===== src/rtl/demux8_reg.sv =====
// demux8_reg: registered 1-to-8 demultiplexer with single and burst writes.
// Rev 1.0 - initial release.
`default_nettype none

module demux8_reg #(
  parameter int N = 8
) (
  input  logic         clk,
  input  logic         reset,
  input  logic [2:0]   sel,
  input  logic [N-1:0] d,
  input  logic         we,
  input  logic         start,
  input  logic [2:0]   len,
  input  logic         valid,
  output logic         ready,
  output logic [N-1:0] y0,
  output logic [N-1:0] y1,
  output logic [N-1:0] y2,
  output logic [N-1:0] y3,
  output logic [N-1:0] y4,
  output logic [N-1:0] y5,
  output logic [N-1:0] y6,
  output logic [N-1:0] y7,
  output logic [7:0]   upd
);

  typedef enum logic [0:0] {
    IDLE  = 1'b0,
    BURST = 1'b1
  } state_t;

  state_t       state, state_nxt;
  logic [2:0]   ptr, ptr_nxt;
  logic [2:0]   rem, rem_nxt;
  logic         wr_en;
  logic [2:0]   wr_ch;
  logic [N-1:0] y_q [8];

  always_ff @(posedge clk) begin
    if (reset) begin
      state <= IDLE;
      ptr   <= 3'd0;
      rem   <= 3'd0;
    end else begin
      state <= state_nxt;
      ptr   <= ptr_nxt;
      rem   <= rem_nxt;
    end
  end

  // start wins over we in IDLE; in BURST only valid matters.
  always_comb begin
    state_nxt = state;
    ptr_nxt   = ptr;
    rem_nxt   = rem;
    wr_en     = 1'b0;
    wr_ch     = sel;
    case (state)
      IDLE: begin
        if (start) begin
          state_nxt = BURST;
          ptr_nxt   = sel;
          rem_nxt   = len;
        end else if (we) begin
          wr_en = 1'b1;
          wr_ch = sel;
        end
      end
      BURST: begin
        if (valid) begin
          wr_en   = 1'b1;
          wr_ch   = ptr;
          ptr_nxt = ptr + 3'd1;
          if (rem == 3'd0) begin
            state_nxt = IDLE;
          end else begin
            rem_nxt = rem - 3'd1;
          end
        end
      end
      default: state_nxt = IDLE;
    endcase
  end

  always_ff @(posedge clk) begin
    if (reset) begin
      upd <= 8'd0;
      for (int k = 0; k < 8; k++) begin
        y_q[k] <= '0;
      end
    end else begin
      upd <= wr_en ? (8'd1 << wr_ch) : 8'd0;
      if (wr_en) begin
        y_q[wr_ch] <= d;
      end
    end
  end

  assign ready = (state == BURST);
  assign y0 = y_q[0];
  assign y1 = y_q[1];
  assign y2 = y_q[2];
  assign y3 = y_q[3];
  assign y4 = y_q[4];
  assign y5 = y_q[5];
  assign y6 = y_q[6];
  assign y7 = y_q[7];

endmodule

`default_nettype wire


===== config.mk =====
export PLATFORM = sky130hd
export DESIGN_NAME = demux8_reg
export DESIGN_NICKNAME = d
export VERILOG_FILES = /design/src/rtl/demux8_reg.sv
export SDC_FILE = /design/constraint.sdc
export NUM_CORES = 1
export LEC_CHECK = 0
export CAP_MARGIN = 20
export CORE_ASPECT_RATIO = 0.5
export CORE_UTILIZATION = 35
export DETAILED_ROUTE_END_ITERATION = 8
export SLEW_MARGIN = 20
export SYNTH_ARGS = -nofsm -noshare
export SYNTH_HDL_FRONTEND = slang
export SYNTH_SLANG_ARGS = --single-unit

===== constraint.sdc =====
create_clock -name clk -period 3.25 [get_ports clk]
set_clock_uncertainty 0.2 [all_clocks]
set_input_delay 0.65 -clock clk [delete_from_list [all_inputs] [get_ports clk]]
set_output_delay 0.65 -clock clk [all_outputs]
set_load 0.01 [all_outputs]

==> impl_metrics.json, run 1 <==
{
  "insertion_delay_ns": 0.34,
  "vias": 2461,
  "grt_pass1_wl_um": 12800,
  "power_frac_comb": 0.137,
  "routed_via_density": 4.93,
  "wl_per_cell_um": 16.9,
  "synth_nets": 280,
  "cts.sinks": 79,
  "dr.first_iter.drc_count": 105,
  "grt_use_total": 0.171,
  "fp.dieArea_mm2": 0.0104,
  "grt_pass1_vias": 2403,
  "syn_inst": 258,
  "ir_worst_vdd_mv": 0.226,
  "worst_pin_slew_ns": 0.707,
  "drv_cap": 0,
  "met1_usage": 0.227,
  "clk_path_buf_depth": 2,
  "dp.cells": 483,
  "worstSetupEndpointType": "register",
  "slew_viol_final": 0,
  "setup_viol": 0,
  "switching_share": 0.246,
  "cts_root_buffer": "clkbuf_16",
  "synth_area_per_cell_um2": 13.5,
  "synthMostInstantiatedCell": "edfxtp_1",
  "timing.rr.end": "y_q[4][3]",
  "gp_congestion": 0.759,
  "p_int_mw": 1.82,
  "syn_area_mm2": 0.00347,
  "switching_power_mw": 0.593,
  "ys_ff_latch": 79,
  "met3_usage": 0.0620,
  "rsz0062_at_grt": "false",
  "timing.rr.start": "ready",
  "grt_overflow": 0,
  "crit_arrival_ns": 2.53,
  "dp_hpwl_um": 6160,
  "cts_resized": 0,
  "setup_tns_ns": 0,
  "drc_errors": 0,
  "p_leak_nw": 1.71,
  "grt_max_degree": 39,
  "num_rows": 25,
  "min_path_cells": 2,
  "power_density_mw_per_mm2": 499,
  "crit_required_ns": 3.03,
  "synth.largest_area_cell": "edfxtp_1",
  "synthTopCellsByCount": "64 x edfxtp_1, 38 x nor3_1, 17 x and3_1",
  "fmaxAchievable_mhz": 364,
  "final-instance-count-excl-fill": 499,
  "synth.area.top_cells": "edfxtp_1 55%, dfxtp_1 8.6%, nor3_1 5.5%",
  "seq_area_frac_synth": 0.640,
  "holdPathEnd": "rem[0]",
  "cts_tree": "built",
  "seqPwrFrac": 0.481,
  "die_w_um": 143,
  "die_height_um": 72.5,
  "path_clk_slew_ns": 0.06,
  "status": "finished clean",
  "yosysTopAreaCellShare": 0.553,
  "pin_count": 92,
  "drtAntennaViolNets": 0,
  "r2r_slack_ns": 0.94,
  "hold_viol_final": 0,
  "hold_path_class": "reg -> reg",
  "rr_worst_depth": 4,
  "synth_cell_types": 48,
  "antennaDiodeCount": 0,
  "area_growth_pct": 39.2,
  "hold_start": "rem[0]",
  "layout-drive-gt1-share": 0.187,
  "cts_hold_buf": 0,
  "finalNetCount": 381,
  "max_slew_margin": 0.526,
  "cts_buffers": 9,
  "post-route-period-util": 0.845,
  "start_util": 0.364,
  "wirelength_um": 8410,
  "grt_use_met2": 0.265,
  "numPortBuffers": 91,
  "pre_cts_slack_ns": 0.0107,
  "period_minus_slack_ns": 2.75,
  "antenna_found_initial": 0,
  "synth_edf_count": 64,
  "async_flop_share": 0,
  "cp_max_fo": 10,
  "yosysWarnings": 0,
  "firstDrtPassIters": 4,
  "coreArea_mm2": 0.00954,
  "postCtsSetupRepairBufs": 0,
  "worstSetupPathType": "in -> reg",
  "pwr-share-clk": 0.382,
  "h-tree-depth": 3,
  "worst_slack_ns": 0.504,
  "worstSetupStartpointType": "input port",
  "synth-main-ff-cell": "edfxtp_1",
  "startpoint": "valid",
  "gr-max-usage-layer": "met2"
}
worst max path at each step:
| stage | endpoint |
|---|---|
| after floorplan | y_q[1][0] |
| after global placement | y_q[7][2] |
| after detailed placement | y_q[7][2] |
| after CTS | y_q[7][7] |
| after global routing | y_q[4][3] |
| final | y_q[2][3] |
kinds of logic after synthesis:
family,after synthesis,share of synthesized area
buffers and inverters,29,0.0576
DFF,79,0.640
and+or+nand+nor,105,0.194
AOI/OAI and AO/OA,38,0.0864
xor gates and xnor gates,1,0.00252
adders and majority gates,3,0.0108
muxes,3,0.00900
through the flow:
stage	util	power [mW]	hold slack (ns)	area, µm²
3_5_place_dp	0.477	1.51	0.318	4550
2_1_floorplan	-	1.36	0.273	3470
6_report	0.507	2.41	0.330	4840
5_1_grt	0.507	2.51	0.384	4840
4_1_cts	0.506	2.43	0.329	4830
3_3_place_gp	0.477	1.50	0.305	4550
area by class of cell:
cell class	instances	area (µm²)
Clock buffer	10	239
Timing Repair Buffer	114	1080
Tap cell	135	169
Clock inverter	6	35.0
Sequential cell	79	2220
Fill cell	832	4700
Multi-Input combinational cell	150	1070
Inverter	5	18.8
critical path, stage by stage:
cell	delay [ns]
clkdlybuf4s50_1	0.67
buf_4	0.20
a21bo_2	0.23
nand2_1	0.24
o31ai_4	0.53
cell usage in the layout (no fill, tap or decap), drive strengths merged, types with 2 or more instances in the layout:
| master | n |
|---|---|
| clkdlybuf4s50 | 91 |
| edfxtp | 64 |
| nor3 | 54 |
| buf | 23 |
| and3 | 17 |
| dfxtp | 15 |
| o21ai | 11 |
| clkbuf | 10 |
| nand3 | 9 |
| o31ai | 6 |
| a211oi | 5 |
| inv | 5 |
| clkinv | 5 |
| a31oi | 4 |
| nor2 | 4 |
| nand2 | 3 |
| nand2b | 3 |
| ha | 3 |
| and2 | 3 |
| nand4b | 2 |
| a21o | 2 |
| nor2b | 2 |
| mux2i | 2 |
| a21oi | 2 |
| a21boi | 2 |
| nor3b | 2 |
power groups by stage:
stage	clock network (mW)	registers, mW	logic [mW]
floorplan	0	1.20	0.159
global placement	0	1.18	0.323
detailed placement	0	1.18	0.331
CTS	0.939	1.16	0.332
global route	0.987	1.17	0.357
finish	0.923	1.16	0.331
per-layer routing:
layer  wire length, µm  up-vias  share of wire
li1                  -     1185              -
met1              3830     1195           0.45
met2              3970       74           0.47
met3               539        7          0.064
met4                76        0         0.0090
met5                 0        -              0
state kept, by name (all words and copies together), names as in the netlist:
signal  cells
y_q        64
upd         8
ready       1
rem         3
ptr         3
(Power assumes the default switching activity.)
==> run 2, diff against run 1 <==
clock period = 2.5 ns   (was 3.25 ns; I/O delays follow)
==> run 2 against run 1 <==
Effect of this change: combinational power increased by 39%; critical path depth unchanged; sequential cell count unchanged; largest cell class unchanged.
==> impl_metrics.json, run 2 (synthesis results as in run 1) <==
{
  "status": "finished clean",
  "worst_slack_ns": 0.286,
  "coreArea_mm2": 0.00954,
  "dp_hpwl_um": 6360,
  "final_cell_mix": "91 x clkdlybuf4s50_1, 64 x edfxtp_1, 42 x buf_4, 38 x nor3_1, 17 x and3_1",
  "drv_cap": 0,
  "cts_root_buffer": "clkbuf_16",
  "num_rows": 25,
  "cpPeakStageDelay_ns": 0.49,
  "numPortBuffers": 91,
  "path_buf_inv": 2,
  "reg_top3": "y_q: 64 flops, upd: 8 flops",
  "drc_errors": 0,
  "largest_reg_flops": 64,
  "layout-drive-gt1-share": 0.224,
  "post-route-period-util": 0.886,
  "crit_arrival_ns": 2.02,
  "postCtsSetupRepairBufs": 0,
  "die_w_um": 143,
  "antenna_found_initial": 0,
  "path_clk_slew_ns": 0.06,
  "firstDrtPassIters": 4,
  "wl_per_cell_um": 16.5,
  "grt_use_total": 0.177,
  "power_density_mw_per_mm2": 643,
  "insertion_delay_ns": 0.34,
  "cts_tree": "built",
  "setup_viol": 0,
  "worstSetupStartpointType": "input port",
  "hold_start": "rem[0]",
  "drtAntennaViolNets": 0,
  "fp.dieArea_mm2": 0.0104,
  "holdPathEnd": "rem[0]",
  "hold_viol_final": 0,
  "slew_viol_final": 0,
  "final_common_cell": "clkdlybuf4s50_1",
  "cp_max_fo": 8,
  "grt_overflow": 0,
  "worst_pin_slew_ns": 0.371,
  "crit_family": "buffers and inverters",
  "top_register": "y_q",
  "max_slew_margin": 0.752,
  "hold_path_class": "reg -> reg",
  "gp_congestion": 0.797,
  "pin_count": 92,
  "dr.first_iter.drc_count": 165,
  "cts_hold_buf": 0,
  "cp_cell_sequence": "clkdlybuf4s50_1, buf_4, and3_1, nor2_2, a21o_1",
  "grt_pass1_vias": 2533,
  "clk_path_buf_depth": 2,
  "cts_buffers": 9,
  "period_minus_slack_ns": 2.21,
  "finalNetCount": 402,
  "p_leak_nw": 1.81,
  "vias": 2582,
  "pre_cts_slack_ns": -0.0431,
  "worstSetupPathType": "in -> reg",
  "wirelength_um": 8560,
  "timing.rr.end": "y_q[3][4]",
  "r2r_slack_ns": 0.43,
  "antennaDiodeCount": 0,
  "min_path_cells": 2,
  "die_height_um": 72.5,
  "rsz0062_at_grt": "false",
  "grt_max_degree": 25,
  "area_growth_pct": 44.4,
  "timing.rr.start": "ready",
  "cts_resized": 0,
  "worstSetupEndpointType": "register",
  "cts.sinks": 79,
  "crit_required_ns": 2.31,
  "crit_slowest_cell": "clkdlybuf4s50_1",
  "fmaxAchievable_mhz": 452,
  "finish.instance_area_mm2": 0.00502,
  "rr_worst_depth": 5,
  "dpl_cell_area_mm2": 0.00474,
  "start_util": 0.364,
  "h-tree-depth": 3,
  "grt_pass1_wl_um": 13300,
  "ir_worst_vdd_mv": 0.316,
  "routed_via_density": 4.97,
  "finalPower_mw": 3.23
}
## run 2: cell types whose count changed in the layout (fill, tap and decap cells not counted), moves of 2 or more
cell,change
buf_12,+2
buf_4,+19
clkbuf_1,+2
o31ai_1,+2
o31ai_2,-2
## run 2: final cells by class
| cell class | instances | area [µm²] |
|---|---|---|
| sequential | 79 | 2220 |
| inverter | 5 | 18.8 |
| clock inverter | 4 | 47.5 |
| multi-input combinational | 150 | 1060 |
| clock buffer | 11 | 233 |
| tap | 135 | 169 |
| timing repair buffer | 135 | 1270 |
| fill | 816 | 4520 |
## run 2: stage by stage
step / util / instances / hold WS (ns) / setup TNS, ns
after CTS: 0.526 / 519 / 0.311 / 0
after global routing: 0.526 / 519 / 0.347 / 0
after floorplan: - / 258 / 0.273 / 0
after global placement: 0.496 / 504 / 0.290 / -1.20
after detailed placement: 0.496 / 504 / 0.301 / -1.40
final: 0.526 / 519 / 0.308 / 0
## run 2: worst max-delay path by stage
stage	from	end	slack, ns	depth (start not counted)
6_report	valid	y_q[0][4]	0.29	5
5_1_grt	valid	y_q[0][3]	0.15	5
4_1_cts	ready	ready	0.06	1
3_5_place_dp	valid	y_q[0][0]	-0.04	5
3_3_place_gp	valid	y_q[3][5]	-0.04	7
2_1_floorplan	reset	y_q[1][0]	0.06	5
## run 2: metal layers
layer | up-vias | routed length, µm | track usage
li1 | 1229 | - | -
met1 | 1263 | 3910 | 0.231
met2 | 79 | 4040 | 0.279
met3 | 11 | 503 | 0.0574
met4 | 0 | 114 | 0.0562
met5 | - | 0 | 0
## run 2: tightest hold or removal path, stage by stage, from the launching register on
cell	delay, ns
dfxtp_1	0.31
o211ai_1	0.07
a31oi_1	0.07
## run 2: report_power, final
| part | switching, mW | internal (mW) |
|---|---|---|
| clock network | 0.488 | 0.764 |
| registers | 0.0340 | 1.48 |
| logic | 0.238 | 0.221 |
==> run 3, diff against run 2 <==
CORE_UTILIZATION = 44   (was 35)
PLACE_DENSITY = 0.76   (was unset)
==> run 3 against run 2 <==
Effect of this change: global-route usage up 3.7 points; sequential share of layout area up 0.32 points; critical path depth down 4; total power about the same; worst hold slack better by 0.014 ns; final cell count down 5.6%; utilization up 14 points; sequential cell count unchanged; non-clock buffer count down 2; critical path type is now reg -> out; critical endpoint is now ready; highest routed layer unchanged.
==> impl_metrics.json, run 3 (synthesis results as in run 1) <==
{
  "status": "finished clean",
  "numPortBuffers": 91,
  "ir_worst_vdd_mv": 0.331,
  "worstSetupPathType": "reg -> out",
  "cpPeakStageDelay_ns": 0.73,
  "pin_count": 92,
  "die_height_um": 64.8,
  "rr_worst_depth": 4,
  "h-tree-depth": 3,
  "grt_use_total": 0.214,
  "crit_family": "flip-flops",
  "clk_path_buf_depth": 2,
  "reg_top3": "y_q: 64 flops, upd: 8 flops",
  "cts.sinks": 79,
  "setup_viol": 0,
  "layout-drive-gt1-share": 0.225,
  "drtAntennaViolNets": 0,
  "grt_max_degree": 25,
  "dr.first_iter.drc_count": 257,
  "path_buf_inv": 1,
  "worstSetupStartpointType": "register",
  "firstDrtPassIters": 5,
  "cp_cell_sequence": "clkdlybuf4s50_1",
  "vias": 2592,
  "hold_start": "rem[0]",
  "final_common_cell": "clkdlybuf4s50_1",
  "post-route-period-util": 0.969,
  "fp.dieArea_mm2": 0.00828,
  "drv_cap": 0,
  "period_minus_slack_ns": 2.42,
  "crit_required_ns": 1.80,
  "fill_cells": 555,
  "cts_hold_buf": 0,
  "setup_tns_ns": 0,
  "cp_max_fo": 17,
  "drc_errors": 0,
  "final_cell_mix": "91 x clkdlybuf4s50_1, 64 x edfxtp_1, 40 x buf_4, 38 x nor3_1, 17 x and3_1",
  "gp_congestion": 0.777,
  "cts_root_buffer": "clkbuf_16",
  "min_path_cells": 2,
  "slew_viol_final": 0,
  "power_density_mw_per_mm2": 648,
  "hold_viol_final": 0,
  "top_register": "y_q",
  "crit_arrival_ns": 1.72,
  "area_growth_pct": 43.3,
  "antenna_found_initial": 0,
  "holdPathEnd": "rem[0]",
  "num_rows": 22,
  "finalNetCount": 400,
  "worst_pin_slew_ns": 0.647,
  "coreArea_mm2": 0.00749,
  "antennaDiodeCount": 0,
  "timing.rr.end": "y_q[3][2]",
  "start_util": 0.464,
  "path_clk_slew_ns": 0.06,
  "rsz0062_at_grt": "false",
  "worstSetupEndpointType": "output pin",
  "largest_reg_flops": 64,
  "hold_path_class": "reg -> reg",
  "hold_slack_ns": 0.323,
  "grt_overflow": 0,
  "wl_per_cell_um": 17.0,
  "r2r_slack_ns": 0.23,
  "grt_pass1_wl_um": 13100,
  "insertion_delay_ns": 0.33,
  "routed_via_density": 5.29,
  "crit_slowest_cell": "dfxtp_1",
  "dp_hpwl_um": 6120,
  "timing.rr.start": "ready",
  "fmaxAchievable_mhz": 413,
  "cts_tree": "built",
  "grt_pass1_vias": 2472,
  "cts_buffers": 9,
  "die_w_um": 128,
  "max_slew_margin": 0.568,
  "p_leak_nw": 1.81,
  "wirelength_um": 8340
}
run 3: power by group:
| part | internal [mW] | total, mW | switching, mW | leakage (nW) |
|---|---|---|---|---|
| Combinational | 0.220 | 0.459 | 0.238 | 0.883 |
| Clock | 0.764 | 1.25 | 0.491 | 0.141 |
| Sequential | 1.48 | 1.51 | 0.0338 | 0.782 |
| Total | 2.47 | 3.23 | 0.763 | 1.81 |
run 3: routing by layer:
layer | routed length [µm] | vias up | part of all wire | GRT usage
met5 | 0 | - | 0 | 0
met4 | 95 | 0 | 0.011 | 0.0676
met3 | 608 | 8 | 0.073 | 0.0495
met2 | 4020 | 107 | 0.48 | 0.344
met1 | 3620 | 1254 | 0.43 | 0.289
li1 | - | 1223 | - | -
run 3: metrics by stage:
step                      power [mW]  instance area (µm²)  setup slack [ns]  utilization  std cells
final                           3.23                 4980            0.0777        0.665        490
after global routing            3.33                 4980           0.00226        0.665        490
after CTS                       3.24                 4970            0.0763        0.664        490
after detailed placement        1.99                 4690            -0.184        0.626        475
after global placement          1.98                 4690            -0.119        0.626        475
after floorplan                 1.76                 3470            0.0631            -        258
run 3: area by class of cell:
type / count / area (µm²) / share of cell area
Clock buffer: 9 / 225 / 0.0452
Clock inverter: 6 / 61.3 / 0.0123
Inverter: 5 / 18.8 / 0.00377
Multi-Input combinational cell: 150 / 1060 / 0.214
Sequential cell: 79 / 2220 / 0.446
Tap cell: 108 / 135 / 0.0271
Timing Repair Buffer: 133 / 1250 / 0.251
run 3: how the worst max path moves through the flow:
stage / from / endpoint / slack [ns] / depth (start not counted)
2_1_floorplan: reset / y_q[1][0] / 0.06 / 5
4_1_cts: ready / ready / 0.08 / 1
3_3_place_gp: valid / y_q[3][0] / -0.12 / 8
5_1_grt: ready / ready / 0.002 / 1
6_report: ready / ready / 0.08 / 1
3_5_place_dp: valid / y_q[3][2] / -0.18 / 8
run 3: repair_timing:
item                       CTS  global route
buffers inserted             0             0
setup endpoints to repair    0             4
gates resized for setup      0             1
